--- src/rtl/imm_encoder.sv ---
// rtl/imm_encoder.sv - RV32 instruction packer: scatters a decoded immediate into its format and emits addressed words
module imm_encoder #(
    parameter int               WIDTH     = 32,
    parameter logic [WIDTH-1:0] BASE_ADDR = '0,
    parameter int               ERRCNT_W  = 8
) (
    input  logic                clk,
    input  logic                rst_n,
    input  logic                in_valid,
    output logic                in_ready,
    input  logic [2:0]          fmt,
    input  logic [6:0]          opcode,
    input  logic [4:0]          rd,
    input  logic [2:0]          funct3,
    input  logic [4:0]          rs1,
    input  logic [4:0]          rs2,
    input  logic [6:0]          funct7,
    input  logic [WIDTH-1:0]    imm,
    output logic                out_valid,
    input  logic                out_ready,
    output logic [WIDTH-1:0]    out_instr,
    output logic [WIDTH-1:0]    out_addr,
    output logic                out_err,
    output logic [ERRCNT_W-1:0] err_count
);

    localparam logic [0:0] EMPTY = 1'b0;
    localparam logic [0:0] FULL  = 1'b1;

    logic [0:0]       state;
    logic [WIDTH-1:0] next_addr;
    logic             accept;
    logic [WIDTH-1:0] pack_instr;
    logic             pack_err;
    logic             fits12;
    logic             fits13;
    logic             fits21;

    assign out_valid = (state == FULL);
    assign in_ready  = !out_valid || out_ready;
    assign accept    = in_valid && in_ready;

    // An immediate fits when every bit above the field's sign bit copies it.
    assign fits12 = (&imm[WIDTH-1:11]) || !(|imm[WIDTH-1:11]);
    assign fits13 = (&imm[WIDTH-1:12]) || !(|imm[WIDTH-1:12]);
    assign fits21 = (&imm[WIDTH-1:20]) || !(|imm[WIDTH-1:20]);

    always_comb begin
        pack_instr = '0;
        pack_err   = 1'b0;
        case (fmt)
            3'b000: begin
                pack_instr = {funct7, rs2, rs1, funct3, rd, opcode};
            end
            3'b001: begin
                pack_instr = {imm[11:0], rs1, funct3, rd, opcode};
                pack_err   = !fits12;
            end
            3'b010: begin
                pack_instr = {imm[11:5], rs2, rs1, funct3, imm[4:0], opcode};
                pack_err   = !fits12;
            end
            3'b011: begin
                pack_instr = {imm[12], imm[10:5], rs2, rs1, funct3, imm[4:1], imm[11], opcode};
                pack_err   = !fits13 || imm[0];
            end
            3'b100: begin
                pack_instr = {imm[20], imm[10:1], imm[11], imm[19:12], rd, opcode};
                pack_err   = !fits21 || imm[0];
            end
            default: begin
                pack_instr = '0;
                pack_err   = 1'b1;
            end
        endcase
    end

    always_ff @(posedge clk) begin
        if (!rst_n) begin
            state     <= EMPTY;
            out_instr <= '0;
            out_addr  <= BASE_ADDR;
            out_err   <= 1'b0;
            err_count <= '0;
            next_addr <= BASE_ADDR;
        end else begin
            if (accept) begin
                out_instr <= pack_instr;
                out_addr  <= next_addr;
                out_err   <= pack_err;
                next_addr <= next_addr + WIDTH'(4);
                if (pack_err && (err_count != {ERRCNT_W{1'b1}}))
                    err_count <= err_count + ERRCNT_W'(1);
            end
            case (state)
                EMPTY:   if (accept) state <= FULL;
                FULL:    if (out_ready && !accept) state <= EMPTY;
                default: state <= EMPTY;
            endcase
        end
    end

endmodule

--- config.mk ---
export PLATFORM = sky130hd
export DESIGN_NAME = imm_encoder
export DESIGN_NICKNAME = d
export VERILOG_FILES = /design/src/rtl/imm_encoder.sv
export SDC_FILE = /design/constraint.sdc
export NUM_CORES = 1
export LEC_CHECK = 0
export ABC_AREA = 1
export ABC_CLOCK_PERIOD_IN_PS = 2050
export CAP_MARGIN = 10
export CORE_MARGIN = 3
export CORE_UTILIZATION = 47
export DETAILED_ROUTE_END_ITERATION = 8
export GPL_TIMING_DRIVEN = 0
export HOLD_SLACK_MARGIN = 0.03
export PLACE_DENSITY_LB_ADDON = 0.3
export SYNTH_ARGS = -nofsm -noshare
export SYNTH_HDL_FRONTEND = slang
export SYNTH_SLANG_ARGS = --single-unit
--- constraint.sdc ---
create_clock -name clk -period 2.05 [get_ports clk]
set_input_delay 0.205 -clock clk [delete_from_list [all_inputs] [get_ports clk]]
set_output_delay 0.205 -clock clk [all_outputs]
set_load 0.01 [all_outputs]
# == Word-level counts from Yosys, hierarchy flattened ==
# Cells that the tools add are included.
# word_totals
register_bits,106
input_bits,71
elab_cells,45
# classes
n_addsub,2
n_eq_ne,5
mux,5
bitwise_logic,1
reduce_logical,26
# op_table
op,n
$pmux W32 S5,1
$add A32 B3 Y32 const B,1
$reduce_and A21 Y1,1
$reduce_or A21 Y1,1
$reduce_and A20 Y1,1
$reduce_or A20 Y1,1
$reduce_and A12 Y1,1
$reduce_or A12 Y1,1
$add A8 B1 Y8 const B,1
$logic_not A1 Y1,8
$ne A8 B8 Y1 const B,1
$eq A3 B2 Y1 const B,2
$logic_or A1 B1 Y1,6
$pmux W1 S4,1
$eq A3 B1 Y1 const B,1
$eq A3 B3 Y1 const B,1
$logic_and A1 B1 Y1,3
$logic_not A3 Y1,1
$mux W1,2
$pmux W1 S2,1
$reduce_and A2 Y1,1
$reduce_or A2 Y1,1
$not A1 Y1,1

# == Logic depth before layout (Yosys ltp) ==
# Gate-level depths: netlist of run 1.
# logic_depth
ltp_word,8
ltp_mapped,15
depth_no_buf,14

# == Worst setup path before layout of run 1 ==
# Ideal clock, no wire load.
# synth_path
path_type,reg-to-reg
startpoint,register err_count[0]
endpoint,register err_count[1]
setup_ns,0.110
t_arrival_ns,1.512
required_time_ns,1.940
setup_slack_ns,0.428
stages_incl_launch_ff,11
n_path_buf,0
period_less_slack_ns,1.622
path_cell_list,dfxtp_1 > ha_1 > nand2_1 > nor3_1 > nand2_1 > nor2_1 > inv_1 > nand3_1 > nand2_1 > inv_1 > nor2_1
# synth_between
elab_chain_cells,3
elab_cells_between_ends,4
cone_classes,add/sub: 1; eq/ne: 1; reduce/logical: 2
# synth_rtl
item,line,rtl
"start, declared",24,output logic [ERRCNT_W-1:0] err_count
"start signal, assigned",93,err_count <= err_count + ERRCNT_W'(1);
branches (longest 3 deep; another with $add A8 B1 Y8),--,
# Parallel ways; which one is timed is not known.
# A chain may end at the register's enable or synchronous reset.

# == Worst setup path in the final report of run 1 ==
# layout_path
startpoint,register err_count[0]
endpoint,register err_count[5]
# The elaborated chain is that of the path after synthesis.

==> results_dict.tcl, run 1 <==
set metrics [dict create \
    period_minus_slack_ns 1.85 \
    ys.flop_type "dfxtp_1" \
    area_delta_synth_final_pct 37.7 \
    syn_area_um2 4770 \
    r2r_cells 10 \
    drive_gt1_share_pct 6.09 \
    via_per_inst 5.14 \
    tritoncts "done" \
    cts_buffer_depth 2 \
    clk_pin_slew_worst_paths_ns 0.10 \
    rsz0062_at_grt "false" \
    maxCapViolations 0 \
    crit_top_cell "nand2_1" \
    post-route-util_pct 66.9 \
    p_per_area_nw_per_um2 635 \
    h-tree-depth 3 \
    max_freq_mhz 540 \
    syn-instance-count 677 \
    grt-ovfl-total 0 \
    initial_core_util_pct 48.5 \
    num_vias 4988 \
    hold_path.class "in2reg" \
    grtUsageTotal_pct 25.4 \
    critPathRequiredTime_ns 2.31 \
    avgSynthCellArea_um2 7.04 \
    first_pass_iters 5 \
    place_area_um2 6370 \
    cts_resized 0 \
    yosysMostFrequentCell "nand2_1" \
    pin_count 146 \
    core-area_um2 9820 \
    grt_pass1_vias 4812 \
    whs_path_depth 3 \
    critPathKind "reg2reg" \
    cp-end-kind "flop" \
    place_inst 954 \
    path_buf_inv 2 \
    design.die.area_um2 11400 \
    synth-seq-cells 102 \
    leakage_nw 2.52 \
    arrival_ns 2.11 \
    slowest_delay_ns 0.42 \
    synthArstFlopShare_pct 0 \
    finalNonFillerCells 970 \
    synth_seq_area_share_pct 42.8 \
    ys_warn_count 0 \
    insertedDiodeCount 0 \
    wl_mm 14.1 \
    rr_startpoint "err_count[0]" \
    grt_max_degree 18 \
    numCtsBuffers 9 \
    clock_latency_ns 0.37 \
    cts_num_sinks 102 \
    relSlewSlack_pct 56.9 \
    finalHoldViolCount 0 \
    drtAntennaViolNets 0 \
    fin_tns_setup_ns 0 \
    fill_cells 886 \
    status "completed" \
    nets 905 \
    post_cts_buffers 0 \
    synth-edff-count 0 \
    finalClockSkew_ns 0.0103 \
    cp_cell_sequence "ha_1 > nand2_1 > nor3_1 > nand2_1 > nor2_1 > inv_1 > nand3_1 > nand2_1 > inv_1 > nor2_1" \
    finalSetupViolCount 0 \
    critPathMaxFanout 5 \
    clockRootBuffer "clkbuf_8" \
    die_y_um 107 \
    holdCritStartpoint "opcode[4]" \
    synth_area_leaders "dfxtp_1 43%, nand2_1 11%, nor2_1 8.0%" \
    r2r_slack_ns 0.20 \
    dp_hpwl_mm 10.9 \
    fin_crit_sh_pct 90.3 \
    place.gp.congestion 0.920 \
    grt_pass1_wl_mm 23.2 \
    worstSetupStartpointType "flop" \
    drc_errors 0 \
    drv_slew 0 \
    r2r_end "err_count[5]" \
    row_count 36 \
    postCtsHoldBufs 0 \
    yosys.area.top_type "dfxtp_1" \
    io_buffers 143 \
    synth_top_area_share_pct 42.8 \
    hold_path_end "out_instr[4]" \
    drt_iter0_markers 232 \
    slowest_stage "dfxtp_1" \
    synth.distinct_cells 43 \
    synthTopCellsByCount "135 x nand2_1, 102 x dfxtp_1, 101 x nor2_1" \
    critPathTopFamily "simple AND/OR/NAND/NOR gates" \
    ir_drop_mv 0.386 \
    antenna_found_initial 0 \
    routedWlPerCell_um 14.5 \
    fin_area_um2 6570 \
    worst_pin_slew_ns 0.646 \
    die_w_um 107 \
]
## worst max-delay path by stage
stage / from / to / cells past startpoint
3_5_place_dp: out_ready / out_addr[26] / 8
2_1_floorplan: err_count[0] / err_count[1] / 10
5_1_grt: err_count[0] / err_count[2] / 10
6_report: err_count[0] / err_count[5] / 10
3_3_place_gp: out_ready / next_addr[29] / 12
4_1_cts: err_count[0] / err_count[5] / 10
## tightest hold or removal path, stage by stage
cell and delay [ns]:
clkdlybuf4s50_1 0.39, nand2_1 0.06, a21oi_1 0.05
## power by group
| part | switching, W | internal (W) |
|---|---|---|
| Sequential | 0.0000542 | 0.00207 |
| Clock | 0.000722 | 0.000584 |
| Combinational | 0.000369 | 0.000375 |
| Total | 0.00114 | 0.00303 |
## layer usage
layer / GRT usage (%) / wire length (um)
met4: 8.13 / 243
met1: 30.5 / 5780
met3: 6.56 / 1140
met2: 44.3 / 6900
met5: 0 / 0
## per-stage QoR
| stage | power (W) | hold WS [ns] | setup slack [ns] |
|---|---|---|---|
| floorplan | 0.00249 | 0.339 | 0.428 |
| global route | 0.00434 | 0.384 | 0.0211 |
| CTS | 0.00419 | 0.369 | 0.204 |
| detailed placement | 0.00291 | 0.459 | 0.0329 |
| global placement | 0.00289 | 0.452 | 0.0353 |
| finish | 0.00417 | 0.377 | 0.199 |
## sequential cells by signal, summed over array words and instances (netlist names)
| register | count |
|---|---|
| out_addr | 30 |
| out_instr | 32 |
| out_err | 1 |
| out_valid | 1 |
| next_addr | 30 |
| err_count | 8 |
## kinds of logic (layout without fill, tap and decap cells)
group / after synthesis / after routing / synth area share [%]
flip-flops: 102 / 102 / 42.8
adder cells (fa/ha/maj): 2 / 2 / 0.525
AO/OA/AOI/OAI: 148 / 148 / 17.0
AND/OR/NAND/NOR: 308 / 308 / 28.8
XOR/XNOR: 9 / 9 / 1.65
buffers and inverters: 107 / 266 / 9.11
other: 1 / 2 / 0.0787
## area by class of cell
type / instances / area [um^2] / area share [%]
Tap cell: 133 / 166 / 2.53
Timing Repair Buffer: 143 / 1430 / 21.8
Sequential cell: 102 / 2040 / 31.1
Inverter: 76 / 287 / 4.36
Buffer: 31 / 148 / 2.25
Clock buffer: 11 / 131 / 2.00
Clock inverter: 5 / 66.3 / 1.01
Multi-Input combinational cell: 469 / 2290 / 34.9
## placed cells by master (no fill, tap or decap), drive strengths merged
master and count:
clkdlybuf4s50 143, nand2 141, nor2 106, dfxtp 102
inv 77, o21ai 70, a21oi 56, clkbuf 28
nand3 27, nor3 20, buf 14, xor2 8
a221oi 8, nand4 8, o21a 7, nor3b 4
a211oi 3, o211ai 2, ha 2, conb 2
clkinv 2, or2 1, and2 1, o31ai 1
xnor2 1, o2111ai 1, bufinv 1, clkinvlp 1
Note: power is estimated with default switching activity, not from simulation.
==> inputs of run 2 (changes only) <==
- CORE_UTILIZATION: 47 -> 49
- CTS_BUF_LIST: unset -> sky130_fd_sc_hd__clkbuf_8
- SLEW_MARGIN: unset -> 30
==> run 2 against run 1 <==
Via count is 0.36% higher. Design area fell by 0.27%. Combinational power is essentially flat. Die area shrank 3.9%. Clock skew grew 0.0080 ns. Non-clock buffer count unchanged. Sequential power about the same. First-iteration DRC count up 22%. Global-route usage is 0.85 points higher. Count of clock-buffer cells in the layout is 2 lower. Routed wire length increased by 1.9%. Largest cell class unchanged. Highest routed layer unchanged.
==> results_dict.tcl, run 2 (synthesis gave the netlist of run 1 again) <==
set metrics [dict create \
    status "completed" \
    layout_commonest_cell "clkdlybuf4s50_1" \
    drtAntennaViolNets 0 \
    cp-end-kind "flop" \
    clk_pin_slew_worst_paths_ns 0.11 \
    whs_ns 0.375 \
    final_cell_mix "143 x clkdlybuf4s50_1, 135 x nand2_1, 102 x dfxtp_1" \
    critPathTopFamily "simple AND/OR/NAND/NOR gates" \
    design.die.area_um2 10900 \
    fill_cells 810 \
    tritoncts "done" \
    initial_core_util_pct 51.1 \
    core-area_um2 9330 \
    insertedDiodeCount 0 \
    finalSetupViolCount 0 \
    relSlewSlack_pct 56.7 \
    finalClockSkew_ns 0.0183 \
    die_y_um 105 \
    finalNonFillerCells 966 \
    arrival_ns 2.15 \
    leakage_nw 2.51 \
    p_per_area_nw_per_um2 622 \
    maxCapViolations 0 \
    die_w_um 105 \
    numCtsBuffers 9 \
    grt_pass1_wl_mm 23.5 \
    cp_cell_sequence "ha_1 > nand2_1 > nor3_2 > and2_1 > buf_4 > nand4_2 > nor3_1 > nor3_2" \
    clockRootBuffer "clkbuf_8" \
    slowest_delay_ns 0.43 \
    drc_errors 0 \
    clock_latency_ns 0.37 \
    first_pass_iters 4 \
    routedWlPerCell_um 14.8 \
    worstSetupStartpointType "flop" \
    drive_gt1_share_pct 6.33 \
    row_count 35 \
    critPathKind "reg2reg" \
    largest_reg_flops 32 \
    h-tree-depth 3 \
    dp_hpwl_mm 11.1 \
    period_minus_slack_ns 1.90 \
    fin_crit_sh_pct 92.5 \
    cts_buffer_depth 2 \
    critPathRequiredTime_ns 2.30 \
    grt_pass1_vias 4885 \
    via_per_inst 5.18 \
    hold_path.class "in2reg" \
    nets 905 \
    path_buf_inv 1 \
    cts_resized 0 \
    top_regs "out_instr: 32 flops, next_addr: 30 flops, out_addr: 30 flops" \
    antenna_found_initial 0 \
    place.gp.congestion 0.900 \
    grt-ovfl-total 0 \
    pin_count 146 \
    place_inst 950 \
    max_freq_mhz 528 \
    post_cts_buffers 0 \
    finalHoldViolCount 0 \
    critPathMaxFanout 6 \
    crit_top_cell "nor3_2" \
    wl_mm 14.3 \
    num_vias 5006 \
    ir_drop_mv 0.464 \
    area_delta_synth_final_pct 37.4 \
    grt_max_degree 19 \
    fin_ws_ns 0.155 \
    regMostFlops "out_instr" \
    drv_slew 0 \
    grtUsageTotal_pct 26.2 \
    cts_num_sinks 102 \
    worst_pin_slew_ns 0.650 \
    drt_iter0_markers 284 \
    slowest_stage "dfxtp_1" \
    dpl_worst_slack_ns -0.0597 \
    postCtsHoldBufs 0 \
    io_buffers 143 \
    rsz0062_at_grt "false" \
]
run 2: tightest hold or removal path: cells and delay by family:
kind            cells  cell delay [ns]
buf+inv             1             0.39
simple gates        1             0.06
compound gates      1             0.05
run 2: layout make-up:
| type | count | area [um^2] | area share [%] |
|---|---|---|---|
| buffer | 31 | 148 | 2.25 |
| clock buffer | 9 | 124 | 1.89 |
| clock inverter | 7 | 56.3 | 0.860 |
| inverter | 76 | 287 | 4.38 |
| multi-input combinational | 469 | 2300 | 35.1 |
| sequential | 102 | 2040 | 31.2 |
| tap | 129 | 161 | 2.46 |
| timing repair buffer | 143 | 1430 | 21.9 |
run 2: per-layer routing:
| metal | GRT usage, % | routed length [um] | up-vias |
|---|---|---|---|
| li1 | - | - | 2500 |
| met2 | 45.3 | 7060 | 178 |
| met5 | 0 | 0 | - |
| met3 | 7.97 | 1190 | 19 |
| met1 | 31.6 | 5850 | 2309 |
| met4 | 7.40 | 225 | 0 |
run 2: through the flow:
| step | area (um^2) | total power, W | util (%) | setup TNS [ns] |
|---|---|---|---|---|
| 2_1_floorplan | 4770 | 0.00249 | - | 0 |
| 3_3_place_gp | 6360 | 0.00289 | 68.2 | 0 |
| 3_5_place_dp | 6360 | 0.00291 | 68.2 | -0.0597 |
| 4_1_cts | 6540 | 0.00409 | 70.2 | 0 |
| 5_1_grt | 6550 | 0.00426 | 70.2 | 0 |
| 6_report | 6550 | 0.00407 | 70.2 | 0 |
run 2: worst paths after layout:
kind / startpoint / endpoint / slack (ns) / cells after the start
worst max-delay path: next_addr[2] / next_addr[26] / 0.15 / 8
worst min-delay path: opcode[5] / out_instr[5] / 0.38 / 3
worst max register to register: next_addr[2] / next_addr[26] / 0.15 / 8
worst min register to register: out_instr[31] / out_instr[31] / 0.47 / 2
run 2: report_power, final:
group / switching [W] / total (W) / internal [W]
Combinational: 0.000371 / 0.000746 / 0.000375
Clock: 0.000745 / 0.00120 / 0.000457
Sequential: 0.0000549 / 0.00212 / 0.00207
Total: 0.00117 / 0.00407 / 0.00290
==> inputs of run 3 (changes only) <==
- RECOVER_POWER: unset -> 50
- SLEW_MARGIN: 30 -> unset
==> run 3 against run 2 <==
Non-clock buffer count unchanged. Sequential power about the same. Clock skew about the same. Cell count unchanged. Register-to-register slack about the same. Routed wire length decreased by 0.27%. Hold slack improved by 0.00074 ns. Power decreased by 0.91%. Global-route usage unchanged. First-iteration DRC count decreased by 6.7%. Design area decreased by 0.13%. Critical path type unchanged. Critical endpoint unchanged. Largest power group unchanged.
==> results_dict.tcl, run 3 (synthesis gave the netlist of run 1 again) <==
set metrics [dict create \
    status "completed" \
    finalNonFillerCells 966 \
    die_w_um 105 \
    arrival_ns 2.15 \
    routedWlPerCell_um 14.8 \
    cp-end-kind "flop" \
    clk_pin_slew_worst_paths_ns 0.11 \
    met2_usage_pct 45.3 \
    grt_pass1_wl_mm 23.5 \
    grt-busiest-layer "met2" \
    place.gp.congestion 0.900 \
    insertedDiodeCount 0 \
    met3_usage_pct 7.97 \
    grtUsageTotal_pct 26.2 \
    relSlewSlack_pct 57.4 \
    rsz0062_at_grt "false" \
    worstSetupStartpointType "flop" \
    row_count 35 \
    p_per_area_nw_per_um2 617 \
    maxCapViolations 0 \
    finalClockSkew_ns 0.0184 \
    grt_pass1_vias 4885 \
    critPathKind "reg2reg" \
    initial_core_util_pct 51.1 \
    io_buffers 143 \
    use_met1_pct 31.6 \
    pin_count 146 \
    dp_hpwl_mm 11.1 \
    ir_drop_mv 0.461 \
    finalSetupViolCount 0 \
    grt_max_degree 19 \
    tritoncts "done" \
    crit_top_cell "nor3_2" \
    regMostFlops "out_instr" \
    r2r_end "next_addr[26]" \
    h-tree-depth 3 \
    fin_crit_sh_pct 93.0 \
    first_pass_iters 4 \
    clock_latency_ns 0.37 \
    largest_reg_flops 32 \
    hold_path.class "in2reg" \
    worst_pin_slew_ns 0.640 \
    fin_area_um2 6540 \
    critPathRequiredTime_ns 2.30 \
    area_delta_synth_final_pct 37.2 \
    cp-endpoint "next_addr[26]" \
    drc_errors 0 \
    cts_buffer_depth 2 \
    drv_slew 0 \
    design.die.area_um2 10900 \
    rr_startpoint "next_addr[2]" \
    layout_commonest_cell "nand2_1" \
    critPathMaxFanout 6 \
    numCtsBuffers 9 \
    drt_iter0_markers 265 \
    final_cell_mix "136 x nand2_1, 102 x dfxtp_1, 101 x nor2_1" \
    core-area_um2 9330 \
    top_regs "out_instr: 32 flops, next_addr: 30 flops, out_addr: 30 flops" \
    r2r_cells 8 \
    finalHoldViolCount 0 \
    period_minus_slack_ns 1.91 \
    leakage_nw 2.69 \
    wl_mm 14.3 \
    slowest_delay_ns 0.43 \
    place_inst 950 \
    r2r_slack_ns 0.14 \
    die_y_um 105 \
    cp_cell_sequence "ha_1 > nand2_1 > nor3_2 > and2_1 > buf_4 > nand4_2 > nor3_1 > nor3_2" \
    critPathLaunch "next_addr[2]" \
    grt-ovfl-total 0 \
    holdCritStartpoint "opcode[5]" \
    drive_gt1_share_pct 5.97 \
    via_per_inst 5.18 \
    nets 905 \
    drtAntennaViolNets 0 \
    antenna_found_initial 0 \
    post_cts_buffers 0 \
    slowest_stage "dfxtp_1" \
    num_vias 5004 \
    place_area_um2 6360 \
    clockRootBuffer "clkbuf_8" \
    cts_num_sinks 102 \
    max_freq_mhz 525 \
]
run 3: changes by cell type in the layout (fill, tap and decap cells not counted):
cell             before  now
nand2_1             135  136
clkbuf_1             16   19
inv_2                 3    2
inv_1                72   73
buf_1                 6    4
dlygate4sd3_1         0   68
nand2_4               2    1
buf_2                 3    2
clkdlybuf4s50_1     143   75
run 3: cell type report:
cell class,count,area (um^2)
plain buffers,31,146
clock buffers,9,124
clock inverters,7,56.3
fillers,813,2790
inverters,76,287
multi-input cells,469,2290
flip-flops and latches,102,2040
well taps,129,161
repair buffers,143,1430
run 3: worst min path at each step:
| stage | end | cells after the start |
|---|---|---|
| after detailed placement | out_instr[30] | 2 |
| after global placement | out_instr[8] | 2 |
| after floorplan | out_valid | 2 |
| after CTS | out_instr[5] | 3 |
| after global routing | out_instr[5] | 3 |
| final | out_instr[5] | 3 |
run 3: layer usage:
layer | vias up | routed length (um) | share of wire [%]
met3 | 18 | 1280 | 8.9
met2 | 195 | 7050 | 49
li1 | 2501 | - | -
met1 | 2290 | 5770 | 40
met4 | 0 | 191 | 1.3
met5 | - | 0 | 0
run 3: worst max-delay path: cells and delay by family, from the launching register on:
| family | cells | cell delay, ns |
|---|---|---|
| simple gates | 6 | 1.00 |
| fa+ha+maj | 1 | 0.19 |
| buf+inv | 1 | 0.15 |
| flops | 1 | 0.43 |
run 3: metrics by stage:
stage               utilization [%]  total power (W)  setup TNS (ns)  hold WS, ns  setup WS [ns]
finish                         70.1          0.00403               0        0.376          0.144
global route                   70.1          0.00423               0        0.365         0.0477
CTS                            70.2          0.00409               0        0.363          0.154
detailed placement             68.2          0.00291         -0.0597        0.459        -0.0597
global placement               68.2          0.00289               0        0.451         0.0474
floorplan                         -          0.00249               0        0.339          0.428
run 3: timing repair:
action,CTS,global route
resized for setup,0,1
hold buffers,0,0
endpoints found under the setup margin,0,3
run 3: power breakdown:
| group | switching [W] | total, W | leakage, nW | internal, W |
|---|---|---|---|---|
| Clock | 0.000742 | 0.00120 | 0.0896 | 0.000457 |
| Sequential | 0.0000511 | 0.00212 | 0.833 | 0.00207 |
| Combinational | 0.000370 | 0.000716 | 1.77 | 0.000346 |
